File: src/rtl/neo_spike_detector.sv
// neo_spike_detector: learns a noise-floor threshold from a training window of NEO
//   energy samples, then reports the peak value and sample index of each supra-threshold
//   event, followed by a refractory period.
// Latency: state, threshold and spike outputs are registered one cycle after the
//   accepting edge. A spike is reported in the cycle after its terminating sample.
// Backpressure: none. Every e_valid cycle is consumed, and gaps in e_valid are allowed.
// Optional feature: NEO_THR_ADAPT_EN enables slow tracking of the noise floor after training.
module neo_spike_detector #(
    parameter int M        = 16,
    parameter int LOG2_WIN = 6,
    parameter int REFRACT  = 30,
    parameter int PEAK_MAX = 16,
    parameter int TS_W     = 32
) (
    input  logic            Clk,
    input  logic            reset,
    input  logic            e_valid,
    input  logic [M-1:0]    e_data,
    input  logic [7:0]      scale,
    output logic            armed,
    output logic [M+3:0]    threshold,
    output logic            spike_valid,
    output logic [M-1:0]    spike_peak,
    output logic [TS_W-1:0] spike_ts
);

    localparam int LEN_W = $clog2(PEAK_MAX + 1);
    localparam int RC_W  = $clog2(REFRACT + 1);
    localparam int ACC_W = M + LOG2_WIN;

    localparam logic [LEN_W-1:0] PEAK_MAX_L = LEN_W'(PEAK_MAX);
    localparam logic [RC_W-1:0]  REFRACT_L  = RC_W'(REFRACT);

    typedef enum logic [1:0] {
        S_TRAIN   = 2'd0,
        S_ARMED   = 2'd1,
        S_PEAK    = 2'd2,
        S_REFRACT = 2'd3
    } state_t;

    state_t state;
    state_t state_nxt;

    logic [TS_W-1:0]     idx;
    logic [LOG2_WIN-1:0] train_cnt;
    logic [ACC_W-1:0]    acc;
    logic [M+3:0]        thr;
    logic [M-1:0]        peak;
    logic [TS_W-1:0]     peak_ts;
    logic [LEN_W-1:0]    len;
    logic [RC_W-1:0]     rcnt;

    logic [ACC_W-1:0]    acc_sum;
    logic [M-1:0]        mean_train;
    logic                train_done;
    logic                above;
    logic [LEN_W-1:0]    len_inc;
    logic                upd_peak;
    logic                forced;
    logic                exit_peak;
    logic [M-1:0]        peak_cand;
    logic [TS_W-1:0]     ts_cand;
    logic                adapt;
    logic [M+3:0]        thr_adapt;
    logic                spike_fire;

    // Threshold is (mean * scale) >> 4. The full product is M+8 bits, so the shift leaves exactly M+4.
    function automatic logic [M+3:0] thr_calc(input logic [M-1:0] m, input logic [7:0] s);
        logic [M+7:0] prod;
        prod = {8'b0, m} * {{M{1'b0}}, s};
        return prod[M+7:4];
    endfunction

    // Datapath decode shared by the FSM and the registers.
    always_comb begin
        acc_sum    = acc + {{LOG2_WIN{1'b0}}, e_data};
        mean_train = acc_sum[ACC_W-1:LOG2_WIN];
        train_done = e_valid && (state == S_TRAIN) && (&train_cnt);
        above      = ({4'b0, e_data} > thr);
        len_inc    = len + LEN_W'(1);
        upd_peak   = above && (e_data > peak);
        forced     = above && (len_inc == PEAK_MAX_L);
        exit_peak  = e_valid && (state == S_PEAK) && (!above || forced);
        peak_cand  = upd_peak ? e_data : peak;
        ts_cand    = upd_peak ? idx : peak_ts;
    end

`ifdef NEO_THR_ADAPT_EN
    logic [M-1:0]     mean;
    logic [7:0]       scale_lat;
    logic signed [M:0] diff;
    logic signed [M:0] step;
    logic signed [M:0] mean_sum;
    logic [M-1:0]     mean_new;

    // Below-threshold samples nudge the mean by (e - mean) >>> LOG2_WIN, an arithmetic shift.
    always_comb begin
        adapt     = e_valid && ((state == S_ARMED) || (state == S_REFRACT)) && !above;
        diff      = $signed({1'b0, e_data}) - $signed({1'b0, mean});
        step      = diff >>> LOG2_WIN;
        mean_sum  = $signed({1'b0, mean}) + step;
        mean_new  = mean_sum[M-1:0];
        thr_adapt = thr_calc(mean_new, scale_lat);
    end

    // The noise-floor mean and the scale captured at the end of training.
    always_ff @(posedge Clk) begin
        if (reset) begin
            mean      <= '0;
            scale_lat <= '0;
        end else if (train_done) begin
            mean      <= mean_train;
            scale_lat <= scale;
        end else if (adapt) begin
            mean      <= mean_new;
        end
    end
`else
    // The threshold is frozen once training completes.
    always_comb begin
        adapt     = 1'b0;
        thr_adapt = thr;
    end
`endif

    // State register.
    always_ff @(posedge Clk) begin
        if (reset) state <= S_TRAIN;
        else       state <= state_nxt;
    end

    // Next-state logic. Only accepted samples advance the FSM.
    always_comb begin
        state_nxt = state;
        case (state)
            S_TRAIN:   if (train_done)                     state_nxt = S_ARMED;
            S_ARMED:   if (e_valid && above)               state_nxt = S_PEAK;
            S_PEAK:    if (exit_peak)                      state_nxt = S_REFRACT;
            S_REFRACT: if (e_valid && (rcnt <= RC_W'(1)))  state_nxt = S_ARMED;
            default:                                       state_nxt = S_TRAIN;
        endcase
    end

    // Output decode: armed comes from the state, and a spike fires on the exit from PEAK.
    always_comb begin
        armed      = (state != S_TRAIN);
        spike_fire = exit_peak;
    end

    assign threshold = thr;

    // Sample index. It counts every accepted sample in every state and wraps naturally.
    always_ff @(posedge Clk) begin
        if (reset)        idx <= '0;
        else if (e_valid) idx <= idx + TS_W'(1);
    end

    // Training accumulator and window counter. The accumulator is cleared for a later retrain.
    always_ff @(posedge Clk) begin
        if (reset) begin
            acc       <= '0;
            train_cnt <= '0;
        end else if (e_valid && (state == S_TRAIN)) begin
            acc       <= train_done ? '0 : acc_sum;
            train_cnt <= train_cnt + LOG2_WIN'(1);
        end
    end

    // Threshold register: loaded at the end of training, and optionally refined afterwards.
    always_ff @(posedge Clk) begin
        if (reset)           thr <= '0;
        else if (train_done) thr <= thr_calc(mean_train, scale);
        else if (adapt)      thr <= thr_adapt;
    end

    // Peak tracking. On a tie, the earlier index is kept because the compare is strict.
    always_ff @(posedge Clk) begin
        if (reset) begin
            peak    <= '0;
            peak_ts <= '0;
            len     <= '0;
        end else if (e_valid && (state == S_ARMED) && above) begin
            peak    <= e_data;
            peak_ts <= idx;
            len     <= LEN_W'(1);
        end else if (e_valid && (state == S_PEAK) && above) begin
            peak    <= peak_cand;
            peak_ts <= ts_cand;
            len     <= len_inc;
        end
    end

    // Refractory counter. It is loaded on the spike exit and counts down on accepted samples.
    always_ff @(posedge Clk) begin
        if (reset) begin
            rcnt <= '0;
        end else if (exit_peak) begin
            rcnt <= REFRACT_L;
        end else if (e_valid && (state == S_REFRACT) && (rcnt != '0)) begin
            rcnt <= rcnt - RC_W'(1);
        end
    end

    // Spike report. The pulse lasts one cycle, and peak/ts hold until the next spike.
    // A forced exit includes its final sample's update in the report.
    always_ff @(posedge Clk) begin
        if (reset) begin
            spike_valid <= 1'b0;
            spike_peak  <= '0;
            spike_ts    <= '0;
        end else begin
            spike_valid <= spike_fire;
            if (spike_fire) begin
                spike_peak <= peak_cand;
                spike_ts   <= ts_cand;
            end
        end
    end

endmodule

File: config.mk
export PLATFORM = sky130hd
export DESIGN_NAME = neo_spike_detector
export DESIGN_NICKNAME = d
export VERILOG_FILES = /design/src/rtl/neo_spike_detector.sv
export SDC_FILE = /design/constraint.sdc
export NUM_CORES = 1
export LEC_CHECK = 0
export BUFFER_PORTS_ARGS = -buffer_cell sky130_fd_sc_hd__buf_2
export CAP_MARGIN = 0
export CORE_UTILIZATION = 41
export CTS_CLUSTER_DIAMETER = 150
export CTS_CLUSTER_SIZE = 10
export DETAILED_ROUTE_END_ITERATION = 8
export PLACE_DENSITY_LB_ADDON = 0.25
export REMOVE_ABC_BUFFERS = 1
export SYNTH_ARGS = -nofsm -noshare
export SYNTH_HDL_FRONTEND = slang
export SYNTH_SLANG_ARGS = --single-unit
File: constraint.sdc
create_clock -name Clk -period 12.7 [get_ports Clk]
set_input_delay 0.635 -clock Clk [delete_from_list [all_inputs] [get_ports Clk]]
set_output_delay 0.635 -clock Clk [all_outputs]
set_load 0.02 [all_outputs]
---- Word-level counts from Yosys, hierarchy flattened ----
Index checks and enable logic that the tools add are counted.
word-level totals
  flip-flop bits (word level) ............. 189
  word-level logic and storage cells ...... 71
  input bits .............................. 27
  output and inout port bits .............. 70
operators by class
  magnitude comparators ................... 3
  reductions and logical operators ........ 24
  add/subtract/negate cells ............... 5
  multiplexer cells ....................... 16
  eq/ne operators ......................... 8
  multipliers ............................. 1
operators by type and width
  kind                                                             count
  2-to-1 mux 32 bit                                                3
  2-to-1 mux 16 bit                                                3
  adder 32 x 1 -> 32 bit (second input constant)                   1
  multiplier 16 x 8 -> 24 bit                                      1
  adder 22 x 16 -> 22 bit                                          1
  2-to-1 mux 22 bit                                                1
  > comparator 16 x 20 -> 1 bit                                    1
  > comparator 16 bit                                              1
  logical AND 1 bit                                                13
  2-to-1 mux 5 bit                                                 2
  2-to-1 mux 2 bit                                                 4
  inequality test 2 bit (second input constant)                    4
  case mux 2 bit (4 select lines)                                  1
  adder 6 x 1 -> 6 bit (second input constant)                     1
  AND reduction 6 bit                                              1
  nonzero test 2 bit                                               3
  adder 5 x 1 -> 5 bit (second input constant)                     1
  == test 5 bit (second input constant)                            1
  less-or-equal comparator 5 x 1 -> 1 bit (second input constant)  1
  nonzero test 5 bit                                               1
  subtractor 5 x 1 -> 5 bit (second input constant)                1
  == test 2 bit (second input constant)                            2
  AND reduction 4 bit                                              1
  OR reduction 2 bit                                               2
  5 further kinds                                                  6

---- Longest topological paths before layout ----
Gate-level depths: netlist of the first run.
  depth after elaboration ................. 7
  depth in mapped cells ................... 29
  gate-level depth less buffers ........... 29

---- Least setup slack after synthesis of the first run ----
Ideal clock, no wire load.
  path type ............................... input to register
  start point ............................. input e_data[0]
  end point ............................... register thr[19] (netlist: threshold[19])
  path slack .............................. 5666 ps
  arrival ................................. 6902 ps
  library setup time ...................... 132 ps
  required time ........................... 12568 ps
  buffers on the path ..................... 0
  stages .................................. 27
  cell sequence ........................... ha_1 > inv_1 > fa_1 > nand2b_1 > a21oi_1 > o21a_1 > o21ai_1 > a21oi_1 > o21ai_0 > a211oi_1 > and2_1 > fa_1 > fa_1 > fa_1 > inv_1 > fa_1 > inv_1 > ha_1 > or2_2 > a21oi_1 > a21oi_1 > a221o_1 > a41o_1 > a311oi_1 > a21oi_1 > xnor2_1 > a21oi_1
on the way
  longest elaborated chain between the ends .. 2
RTL lines
  item                         line  source
  start, declared              18    input logic [M-1:0] e_data,
  adder 22 x 16 -> 22 bit      76    acc_sum = acc + {{LOG2_WIN{1'b0}}, e_data};
  multiplier 16 x 8 -> 24 bit  70    prod = {8'b0, m} * {{M{1'b0}}, s};
  end signal, assigned         172   else if (train_done) thr <= thr_calc(mean_train, scale);
  end signal, assigned         173   else if (adapt) thr <= thr_adapt;
  end, declared                47    logic [M+3:0] thr;
No other way between the ends.
A chain may end at the register's enable or synchronous reset.

---- Worst setup path after layout of the first run ----
  start point ............................. register acc[0]
  end point ............................... register thr[19] (netlist: threshold[19])
on the way
  longest elaborated chain between the ends .. 2
RTL lines
  item                         line  source
  start, declared              46    logic [ACC_W-1:0] acc;
  start signal, assigned       164   acc <= train_done ? '0 : acc_sum;
  adder 22 x 16 -> 22 bit      76
  multiplier 16 x 8 -> 24 bit  70
No other way between the ends.

==> out/qor.yml, run 1 <==
outcome: "complete, but fails checks"
violations: "DRC"
final_cell_mix: "dfxtp_1 (189), inv_1 (157), a21oi_1 (115), nand2_1 (100), ha_1 (100)"
tightestPinTransition_ns: 1.078
ys.warnings.count: 0
post-route-period-util_pct: 59.01
nets: 1752
start_kind: "register"
crit_type: "reg2reg"
tns_ns: 0
die_area_um2: 32320
route.detailed.drc: 15
yosysUniqueCellTypes: 57
overflow: 0
power_density_nw_per_um2: 238.1
antenna_found_initial: 0
cp_max_fo: 8
fin_cells: 1948
worst_ir_drop_vdd_v: 0.0002115
clock_sinks: 189
cts_buffers: 17
place_ws_ns: 4.840
grt_max_degree: 65
slowest_delay_ns: 0.55
multi_input_area_um2: 8346
via_per_inst: 5.276
worstSkewPairLatency_ns: 0.43
synth_edf_count: 0
hold_path_class: "reg2reg"
rr_startpoint: "acc[0]$_SDFFE_PP0P_"
h-tree-depth: 4
ys.flop_type: "dfxtp_1"
syn_area_um2: 12960
maxSlewHeadroom_pct: 27.95
rsz0062_at_grt: "no"
cts_setup_buffers: 0
seq_area_frac_synth_pct: 29.20
dp.cells: 1917
crit_path_end: "threshold[19]$_SDFFE_PP0P_"
ant_nets: 0
arrival_ns: 7.80
place.gp.congestion: 0.8798
wl_per_cell_um: 15.77
yosysTopAreaCell: "dfxtp_1"
core_area_um2: 30830
maxSlewViolCount: 0
skew_ns: 0.009621
syn_inst: 1475
total_power_mw: 3.427
num-fill-cells: 2994
drtIter0Drc: 470
r2r-end: "threshold[19]$_SDFFE_PP0P_"
fin_crit_ns: 7.494
die_x_um: 179.8
die_y_um: 179.8
ctsRootBufferMaster: "clkbuf_16"
io_buffers: 96
crit_start: "acc[0]$_SDFFE_PP0P_"
grt_first_pass_wirelength_um: 52300
pin_count: 97
r2r_cells: 27
required_ns: 13.01
cts_tree: "done"
leakage_nw: 6.404
yosys.area.top_type_share_pct: 29.20
num_antenna_cells: 0
cts-hold-fix-buffers: 0
final_layout_size_suffix_gt1_share_pct: 9.729
utilization_pct: 46.68
seqCellArea_um2: 3784
crit_slowest_cell: "fa_1"
grtUsageTotal_pct: 19.61
synthArstFlopShare_pct: 0
syn_to_final_growth_pct: 11.08
stdcell_area_um2: 14390
holdWs_ns: 0.4665
hold_depth: 2
worst_setup_path_end_kind: "register"
grt_pass1_vias: 10510
dp_hpwl_um: 22530
rows: 64
fmax_mhz: 133.4
avgSynthCellArea_um2: 8.785
maxCapViolCount: 0
setup_ws_ns: 5.206
wirelength_um: 30720
setup_viol: 0
ys_ff_latch: 189
final_common_cell: "dfxtp_1"
vias: 10280
clockBufferDepth: 2
hold_viol: 0
path_clk_slew_ns: 0.08
placed_area_um2: 13800
crit_path_frequent_cell: "fa_1"
r2r_slack_ns: 5.21
synthTopCellsByArea: "dfxtp_1 (29%), fa_1 (13%), ha_1 (9.7%)"
firstDrtPassIters: 9
start_util_pct: 42.03
cts_resized: 0
==> synthesized netlist by cell type, types with 5 or more instances <==
| master | n |
|---|---|
| dfxtp_1 | 189 |
| inv_1 | 157 |
| a21oi_1 | 117 |
| ha_1 | 100 |
| nand2_1 | 100 |
| nor2_1 | 92 |
| fa_1 | 85 |
| o21ai_0 | 81 |
| and2_1 | 70 |
| clkbuf_1 | 52 |
| mux2i_1 | 51 |
| a22o_1 | 48 |
| nor2b_1 | 36 |
| xor2_1 | 36 |
| nand3_1 | 34 |
| xnor2_1 | 32 |
| and3_1 | 21 |
| a21o_1 | 19 |
| nand2b_1 | 17 |
| nor3_1 | 17 |
| nand4_1 | 16 |
| a22oi_1 | 12 |
| a31oi_1 | 8 |
| buf_2 | 7 |
| or3_1 | 7 |
| o211ai_1 | 5 |
==> critical path: cells and delay by family, from the launching register on <==
family | cells | cell delay (ns)
xor+xnor | 2 | 0.70
flops | 1 | 0.34
simple gates | 4 | 0.94
compound gates | 10 | 2.24
buf+inv | 4 | 0.23
fa+ha+maj | 7 | 2.93
==> sequential cells by signal, indices dropped and copies added, names as in the netlist <==
name,flops
idx,32
len,5
spike_peak,16
spike_valid,1
threshold,20
acc,22
spike_ts,32
state,2
rcnt,5
peak_ts,32
peak,16
train_cnt,6
==> logic make-up (layout without fill, tap and decap cells) <==
kind of cell | after synthesis | in the layout | synth area share [%]
and+or+nand+nor | 433 | 433 | 16.99
DFF | 189 | 189 | 29.20
xor gates and xnor gates | 68 | 68 | 4.596
muxes | 52 | 52 | 4.027
adders and majority gates | 185 | 185 | 22.79
AOI/OAI and AO/OA | 327 | 327 | 15.79
buffers and inverters | 221 | 298 | 6.615
==> report_power, final <==
part	internal [mW]	leakage, nW	switching (mW)
clock network	0.284	0.280	0.249
logic	0.956	4.60	1.31
registers	0.612	1.53	0.0162
total	1.85	6.40	1.58
==> how the worst min path moves through the flow <==
stage	slack, ns	from	end
after CTS	0.46	e_data[0]	peak[0]$_SDFFE_PP0P_
after detailed placement	0.45	peak_ts[1]$_SDFFE_PP0P_	peak_ts[1]$_SDFFE_PP0P_
after global routing	0.47	e_data[0]	peak[0]$_SDFFE_PP0P_
final	0.47	acc[0]$_SDFFE_PP0P_	acc[0]$_SDFFE_PP0P_
after global placement	0.45	acc[2]$_SDFFE_PP0P_	acc[2]$_SDFFE_PP0P_
after floorplan	0.43	acc[0]$_SDFFE_PP0P_	acc[0]$_SDFFE_PP0P_
==> metal layers <==
layer | share of wire [%] | vias up | GRT usage, %
met3 | 2.6 | 26 | 2.391
met1 | 48 | 4963 | 25.26
met2 | 48 | 165 | 34.54
met5 | 0 | - | 0
li1 | - | 5123 | -
met4 | 1.4 | 0 | 5.138
==> area by class of cell <==
cell class	count	area share, %
multi-input combinational	1065	57.98
sequential	189	26.29
inverter	157	4.095
timing repair buffer	110	4.068
tap	396	3.443
clock buffer	18	3.051
clock inverter	13	1.069
Note: power is estimated with default switching activity, not from simulation.
==> run 2: changes to the inputs <==
- clock period: 12.7 -> 7.18 ns (I/O delays scaled with it)
==> run 2 against run 1 <==
The run still ends with DRC left. Critical path depth is 3 higher. Flip-flop and latch count did not move. Combinational power rose by 100%. Worst hold slack lost 0.23 ns. Design area increased by 2.4%. Setup slack lost 4.9 ns. Clock skew decreased by 0.0017 ns. Sequential power is 77% higher. Fmax rose by 8.5%. Largest cell class unchanged. Largest power group unchanged.
==> out/qor.yml, run 2 (same netlist as run 1, synthesis figures left out) <==
outcome: "complete, but fails checks"
violations: "DRC"
pin_count: 97
via_per_inst: 5.231
core_area_um2: 30830
worst_setup_path_end_kind: "register"
wirelength_um: 31380
final_common_cell: "dfxtp_1"
critPathBufInv: 6
dp_hpwl_um: 22800
grt_max_degree: 103
total_power_mw: 6.710
leakage_nw: 6.604
maxSlewViolCount: 0
cp_top_family: "adder cells"
die_area_um2: 32320
num_antenna_cells: 0
die_x_um: 179.8
io_buffers: 96
wl_per_cell_um: 15.82
route.detailed.drc: 15
overflow: 0
start_kind: "register"
reg_top3: "idx x32, peak_ts x32, spike_ts x32"
cts-hold-fix-buffers: 0
setup_viol: 0
firstDrtPassIters: 8
cp_max_fo: 8
slowest_delay_ns: 0.55
rows: 64
clockBufferDepth: 2
path_clk_slew_ns: 0.07
ctsRootBufferMaster: "clkbuf_16"
maxCapViolCount: 0
vias: 10370
worstSkewPairLatency_ns: 0.43
crit_slowest_cell: "fa_1"
crit_type: "reg2reg"
arrival_ns: 7.25
syn_to_final_growth_pct: 13.79
grtUsageTotal_pct: 19.81
start_util_pct: 42.03
crit_path_frequent_cell: "fa_1"
final_cell_mix: "dfxtp_1 (189), inv_1 (157), a21oi_1 (113), nand2_1 (100), ha_1 (99)"
h-tree-depth: 4
required_ns: 7.52
tns_ns: 0
place.gp.congestion: 0.8542
hold_viol: 0
ant_nets: 0
tightestPinTransition_ns: 0.8871
grt_first_pass_wirelength_um: 52080
placed_area_um2: 14040
worst_ir_drop_vdd_v: 0.0005074
fin_crit_ns: 6.908
clock_sinks: 189
cts_buffers: 17
final_layout_size_suffix_gt1_share_pct: 12.35
grt_pass1_vias: 10390
post-route-period-util_pct: 96.21
hold_path_class: "in2reg"
antenna_found_initial: 0
die_y_um: 179.8
drtIter0Drc: 551
maxSlewHeadroom_pct: 40.86
cts_tree: "done"
nets: 1786
fmax_mhz: 144.8
power_density_nw_per_um2: 455.1
skew_ns: 0.007882
stdcell_area_um2: 14740
==> run 2: cell types whose count changed in the layout (fill, tap and decap cells not counted), moves of 2 or more <==
cell / delta
buf_4: +33
clkinv_2: +2
a21oi_1: -2
a21oi_2: +2
clkinv_4: +2
clkinvlp_4: -2
a211oi_2: +2
xnor2_1: -2
a211oi_1: -2
==> run 2: routing by layer <==
layer  GRT usage, %  up-vias  part of all wire (%)
li1               -     5200                     -
met1          25.36     4969                    47
met2          34.49      170                    48
met3          2.370       34                   3.0
met4          6.586        0                   2.0
met5              0        -                     0
==> run 2: final timing paths <==
check                              from                    endpoint  slack, ns  cells after the start
max                 acc[0]$_SDFFE_PP0P_  threshold[18]$_SDFFE_PP0P_       0.27                     30
min                           e_data[4]        peak[4]$_SDFFE_PP0P_       0.24                      2
max reg2reg         acc[0]$_SDFFE_PP0P_  threshold[18]$_SDFFE_PP0P_       0.27                     30
min reg2reg  threshold[13]$_SDFFE_PP0P_  threshold[13]$_SDFFE_PP0P_       0.47                      2
==> run 2: timing repair <==
action / CTS / global route
setup buffers: 0 / 3
endpoints found under the setup margin: 0 / 7
resized for setup: 0 / 12
==> run 2: where the power goes <==
group / leakage, nW / internal, mW / total [mW] / switching [mW]
Combinational: 4.78 / 2.17 / 4.63 / 2.46
Clock: 0.297 / 0.527 / 0.972 / 0.445
Sequential: 1.53 / 1.08 / 1.11 / 0.0296
Total: 6.60 / 3.78 / 6.71 / 2.93
==> run 2: area by class of cell <==
cell class / instances / area, um^2
multi-input combinational: 1065 / 8412
fill: 3008 / 16090
timing repair buffer: 144 / 853.3
clock inverter: 15 / 185.2
inverter: 157 / 589.3
clock buffer: 17 / 425.4
tap: 396 / 495.5
sequential: 189 / 3784
==> run 2: stage by stage <==
step,instances,setup slack (ns),util (%),hold slack [ns]
global placement,1948,0.1142,45.56,0.4494
finish,1983,0.2724,47.82,0.2386
floorplan,1411,-0.06333,-,0.4281
detailed placement,1948,-0.004281,45.56,0.4542
global route,1983,-0.02162,47.82,0.2458
CTS,1980,0.09384,47.54,0.2160
